==> src/rtl/vram_arbiter.sv <==
// vram_arbiter: shares the VRAM port between the gfx fetcher and buffered CPU byte accesses
module vram_arbiter (
    input  logic        clk,
    input  logic        reset,
    input  logic        gfx_active,
    input  logic [12:0] gfx_vaddr,
    output logic [15:0] gfx_vdata,
    input  logic [13:0] cpu_addr,
    input  logic [7:0]  cpu_wrdata,
    input  logic        cpu_wr,
    input  logic        cpu_rd,
    output logic        cpu_busy,
    output logic [7:0]  cpu_rddata,
    output logic        cpu_rdvalid,
    output logic [12:0] ram_addr,
    output logic [15:0] ram_wrdata,
    output logic [1:0]  ram_bytesel,
    output logic        ram_wren,
    input  logic [15:0] ram_rddata
);
    localparam logic [1:0] RD_IDLE = 2'd0, RD_WAIT = 2'd1, RD_DATA = 2'd2;
    logic [12:0] q_addr [2];
    logic [7:0]  q_data [2];
    logic [1:0]  q_sel;
    logic        rd_ptr, wr_ptr;
    logic [1:0]  count, count_nxt;
    logic [1:0]  rd_state, rd_nxt;
    logic [12:0] rd_addr;
    logic        rd_sel;
    logic [7:0]  rd_hold;
    logic        push, pop, issue_rd;
    // Queue/read control and the port mux; writes always drain before a pending read issues
    always_comb begin
        push        = cpu_wr & (count != 2'd2);
        pop         = !gfx_active & (count != 2'd0);
        issue_rd    = !gfx_active & (count == 2'd0) & (rd_state == RD_WAIT);
        count_nxt   = count + {1'b0, push} - {1'b0, pop};
        rd_nxt      = (rd_state == RD_IDLE) ? (cpu_rd ? RD_WAIT : RD_IDLE) :
                      (rd_state == RD_WAIT) ? (issue_rd ? RD_DATA : RD_WAIT) : RD_IDLE;
        ram_wren    = pop;
        ram_addr    = pop ? q_addr[rd_ptr] : issue_rd ? rd_addr : gfx_vaddr;
        ram_wrdata  = pop ? {2{q_data[rd_ptr]}} : 16'h0000;
        ram_bytesel = pop ? (q_sel[rd_ptr] ? 2'b10 : 2'b01) : 2'b00;
        cpu_rdvalid = (rd_state == RD_DATA);
        cpu_rddata  = cpu_rdvalid ? (rd_sel ? ram_rddata[15:8] : ram_rddata[7:0]) : rd_hold;
        gfx_vdata   = ram_rddata;
    end
    // Control state; reset drops queued writes and any pending read immediately
    always_ff @(posedge clk or posedge reset) begin
        if (reset) begin
            count    <= 2'd0;
            rd_ptr   <= 1'b0;
            wr_ptr   <= 1'b0;
            rd_state <= RD_IDLE;
            cpu_busy <= 1'b0;
            rd_hold  <= 8'h00;
            rd_addr  <= 13'h0000;
            rd_sel   <= 1'b0;
        end else begin
            count    <= count_nxt;
            rd_ptr   <= rd_ptr ^ pop;
            wr_ptr   <= wr_ptr ^ push;
            rd_state <= rd_nxt;
            cpu_busy <= (count_nxt == 2'd2) | (rd_nxt != RD_IDLE);
            if (cpu_rdvalid) rd_hold <= cpu_rddata;
            if (rd_state == RD_IDLE && cpu_rd) begin
                rd_addr <= cpu_addr[13:1];
                rd_sel  <= cpu_addr[0];
            end
        end
    end
    // Queue storage needs no reset; occupancy is tracked by count
    always_ff @(posedge clk) begin
        if (push) begin
            q_addr[wr_ptr] <= cpu_addr[13:1];
            q_data[wr_ptr] <= cpu_wrdata;
            q_sel[wr_ptr]  <= cpu_addr[0];
        end
    end
endmodule

==> config.mk <==
export PLATFORM = sky130hd
export DESIGN_NAME = vram_arbiter
export DESIGN_NICKNAME = d
export VERILOG_FILES = /design/src/rtl/vram_arbiter.sv
export SDC_FILE = /design/constraint.sdc
export NUM_CORES = 1
export LEC_CHECK = 0
export CORE_MARGIN = 5
export CORE_UTILIZATION = 47
export CTS_BUF_LIST = sky130_fd_sc_hd__clkbuf_8
export DETAILED_ROUTE_END_ITERATION = 6
export HOLD_SLACK_MARGIN = 0.1
export PLACE_DENSITY = 0.81
export SLEW_MARGIN = 20
export SYNTH_ARGS = -nofsm -noshare
export SYNTH_HDL_FRONTEND = slang
export SYNTH_SLANG_ARGS = --single-unit
export TNS_END_PERCENT = 1
==> constraint.sdc <==
create_clock -name clk -period 2.65 [get_ports clk]
set_input_delay 0.53 -clock clk [delete_from_list [all_inputs] [get_ports clk]]
set_output_delay 0.53 -clock clk [all_outputs]
set_load 0.05 [all_outputs]
### Word level (Yosys, flattened, before mapping)

Memories as Yosys holds them, arrays and structs flattened.
Cells that the tools add are included.

* bitwise gates (word level): 7
* add/sub/neg operators: 2
* reduce and logical (&&, ||, !) cells: 7
* equality and inequality tests: 4
* mux-type cells: 18
* magnitude comparators: 3

Operator list (count)
* 13-bit two-way mux: 2
* 16-bit two-way mux: 1
* 8-bit two-way mux: 2
* 2-bit two-way mux: 5
* 1-bit two-way mux: 6
* 1-bit bitwise AND: 4
* 2-bit equality test (second input constant): 2
* 2-bit logical NOT: 2
* 1-bit by 2-bit < comparator with 1-bit output (second input constant): 2
* 2-bit nonzero test: 2
* 2-bit by 1-bit adder with 2-bit output: 1
* 2-bit bitwise mux: 1
* 2-bit by 1-bit equality test with 1-bit output (second input constant): 1
* 1-bit logical AND: 2
* 2-bit inequality test (second input constant): 1
* 2-bit by 1-bit subtractor with 2-bit output: 1
* 1-bit XOR: 2
* 1-bit demux with 1-bit select: 1
* 1-bit >= comparator (second input constant): 1
* 1-bit logical NOT: 1
* 1-bit OR: 1

* register bits: 31
* output and inout bits: 58
* memories: 2
* input bits: 56
* bits in writable memories: 42
* word-level logic and storage cells: 52

Memories
* q_addr: words 2, bits a word 13, rd ports 1, clocked after memory_dff 0, wr ports 1, line 22 `logic [12:0] q_addr [2];`
* q_data: words 2, bits a word 8, rd ports 1, clocked after memory_dff 0, wr ports 1, line 23 `logic [7:0] q_data [2];`

### Longest topological paths before layout

Gate-level depths: netlist (run 1).

* word-level depth: 8
* gate-level depth with buffers: 7

### Worst setup path before layout (run 1)

OpenSTA, ideal clock, no wires.

* kind: input port to output port
* start: input gfx_active
* end: output ram_addr[11]
* stages: 4
* buffers on the path: 1
* path slack: -313 ps
* data arrival time: 2433 ps
* cells stage by stage: or4b_1 -> buf_2 -> or3b_2 -> a31oi_1

* cells in the longest elaborated chain, start to end: 5
* elaborated cells on any way between the ends: 6
* those cells by class: 2 x mux; 3 x bitwise; 1 x reduce/logical

Ends and longest elaborated chain
* start: declaration: line 5 `input logic gfx_active,`
* 1-bit logical NOT (*): line 35, 36
* 1-bit bitwise AND (2 in series): line 36 `issue_rd = !gfx_active & (count == 2'd0) & (rd_state == RD_WAIT);`
* 13-bit two-way mux: line 41 `ram_addr = pop ? q_addr[rd_ptr] : issue_rd ? rd_addr : gfx_vaddr;`
* 13-bit two-way mux (*): line 41
* end: declaration: line 15 `output logic [12:0] ram_addr,`

Mark *: on every way between the ends. The rest lies on a longest branch, timed or not.

### Worst setup path after layout (run 1)

* start: input gfx_active
* end: output ram_addr[4]

Same word-level chain as after synthesis.

==> results of run 1 <==
## worst max-delay path, delay by kind of cell
| family | cells | cell delay [ns] |
|---|---|---|
| compound gates | 1 | 0.31 |
| buf+inv | 2 | 0.40 |
| simple gates | 2 | 0.85 |
## worst max path at each step
stage | startpoint | endpoint | slack [ns] | cells after the start
4_1_cts | count[1] | ram_addr[7] | -0.03 | 4
3_3_place_gp | gfx_active | ram_addr[11] | -0.34 | 5
3_5_place_dp | gfx_active | ram_addr[11] | -0.36 | 5
5_1_grt | count[0] | ram_addr[7] | -0.03 | 4
6_report | gfx_active | ram_addr[4] | 0.03 | 5
2_1_floorplan | rd_ptr | ram_wrdata[11] | -0.15 | 6
## power by group
part	switching (uW)	total (uW)	internal [uW]
logic	2040	3750	1720
clock network	396	1010	619
registers	175	1790	1610
## registers in the layout (all words and copies together), names as in the netlist
register,cells
q_sel,2
rd_sel,1
q_data,16
count,2
rd_hold,8
wr_ptr,1
q_addr,26
rd_ptr,1
cpu_busy,1
rd_state,2
rd_addr,13
## synthesized netlist by cell type
library cell  count
ha_1              3
or2_4             1
or3b_2            1
buf_4            24
nand2_1           8
nor3b_1          13
o21bai_1          2
and3_1            1
o21ai_0          17
a311o_1          12
edfxtp_1         44
inv_1             7
mux2i_1          29
o31ai_1           1
a21oi_1           1
buf_6             1
nor4b_1           1
or3_1             1
nand2b_1          1
xnor2_1           3
a211oi_1          1
a31oi_1           1
a21boi_0          2
nor2b_1           3
clkbuf_1         11
mux2_2           14
nor2_1           24
a21o_1            1
or4b_1            1
buf_2             4
dfrtp_1          29
## stage by stage
stage / TNS (ns) / hold slack, ns / instance area, um^2
floorplan: -1.080 / 0.4387 / 3407
global placement: -4.127 / 0.4494 / 4913
detailed placement: -4.411 / 0.4637 / 4913
CTS: -0.04974 / 0.4810 / 5223
global route: -0.1067 / 0.5015 / 5258
finish: 0 / 0.4732 / 5258
## cell families after synthesis
| family | share of synthesized area [%] |
|---|---|
| DFF | 60.24 |
| and+or+nand+nor | 8.579 |
| muxes | 13.18 |
| buffers and inverters | 8.211 |
| adders and majority gates | 1.105 |
| AOI/OAI and AO/OA | 7.916 |
| xor gates and xnor gates | 0.7733 |
## cell type report
cell class / count / share of cell area [%]
clock buffers: 9 / 2.356
clock inverters: 7 / 2.118
inverters: 7 / 0.4998
multi-input cells: 143 / 22.08
flip-flops and latches: 73 / 38.93
well taps: 99 / 2.356
repair buffers: 142 / 31.65
## metal layers
metal / global-route usage, % / wire length, um / up-vias
li1: - / - / 1164
met1: 22.41 / 3348 / 1190
met2: 34.47 / 4203 / 107
met3: 4.815 / 566 / 14
met4: 7.933 / 129 / 0
met5: 0 / 0 / -
## repair_timing
item                                    CTS  global route
pin swaps                                13             7
cloned                                    1             0
endpoints found under the setup margin   13            12
gates resized for setup                  19             8
==> results.ini, run 1 <==
[outcome]
status=completed

[drt]
via_per_inst=5.156
drt-initial-drc-count=133
postRouteAntennaNets=0
firstDrtPassIters=4
wl_per_cell_um=17.19
vias=2475
drc=0
wirelength_um=8249

[layout]
antenna_cells=0
fin_cells=480
multiInputGateArea_mm2=0.001161
layout_commonest_cell=clkdlybuf4s50_1
final_cell_mix=55 x clkdlybuf4s50_1, 44 x edfxtp_1, 41 x buf_4
nNetsFinal=435
final.fill_count=494
drive_above_1_share_pct=34.12
regArea_mm2=0.002047
final_util_pct=73.67
syn_to_final_growth_pct=54.71

[critical_path]
cp.required_ns=2.12
crit_arrival_ns=2.09
worstSetupStartpointType=primary input
rr_endpoint=cpu_busy
cp_slowest_cell=or4b_4
rr_startpoint=count[1]
worstPathCellList=clkdlybuf4s15_1 -> or4b_4 -> or2_4 -> a311o_1 -> buf_6
path_class=in -> out
end_kind=primary output
r2r_setup_slack_ns=0.63
cp_max_fo=7
slowest_delay_ns=0.54
r2r_cells=6

[die]
io_pins=114
start_util_pct=47.62
die_area_mm2=0.009031
fp.dieW_um=95.03
fp.coreArea_mm2=0.007137
placementRows=31
die_h_um=95.03

[timing]
hold_viol=0
fin_skew_ns=0.009207
setup_ws_ns=0.02880
slew_viol_final=0
tightest_slew_ns=0.4921
max_freq_mhz=381.5
fin_crit_ns=2.621
period_share_pct=98.91
rsz0062_at_grt=true
maxSlewHeadroom_pct=67.09
setup_viol=0

[worst_hold_path]
holdPathEnd=rd_hold[0]
min_path_cells=2
hp-class=reg -> reg
hold_start=rd_hold[0]

[synthesis]
synth_warnings=0
yosysSeqAreaShare_pct=60.24
synth_top_cell_by_area=edfxtp_1
yosys-top-cells-area=edfxtp_1 39%, dfrtp_1 21%, mux2i_1 8.5%
syn_area_mm2=0.003398
syn_nets=321
synth.top_cell.area_share_pct=38.88
syn_inst=262
ys_seq_elements=73
avgSynthCellArea_um2=12.97
ys_types=31

[placement]
place_congestion=0.8284
pre_cts_ws_ns=-0.3561
dp.cells=463
io_buffer_count=113
dp_hpwl_um=5975

[clock_network]
cts_buffers=9
cts_tree=done
clock-sinks=73
clkLatencyLatePin_ns=0.34
ctsRootBufferMaster=clkbuf_8
postCtsSetupBuffers=0
hold_buffers=0
clk_pin_slew_worst_paths_ns=0.07
htree_levels=3
clockBufferDepth=2

[grt]
antenna_found_initial=0
grt_pass1_vias=2616
grt_pass1_wl_um=13070
grt-ovfl-total=0
grt_util_all_layers_pct=19.43
grt_max_degree=30

[job]
maxCapViolations=0

[power_and_ir_drop]
peakVddDrop_v=0.0008344
leakagePower_uw=0.002170
power.density_mw_per_mm2=1246
total_power_uw=6553

Power figures use the tool's default switching activity.
==> run 2, diff against run 1 <==
ABC_CLOCK_PERIOD_IN_PS = 2650   (was not set)
==> results of run 2 <==
No change in the layout: final DEF, timing and power equal those of run 1.
==> run 3, diff against run 2 <==
CAP_MARGIN = 5   (was not set)
==> results of run 3 <==
No change in the layout: final DEF, timing and power equal those of run 1.
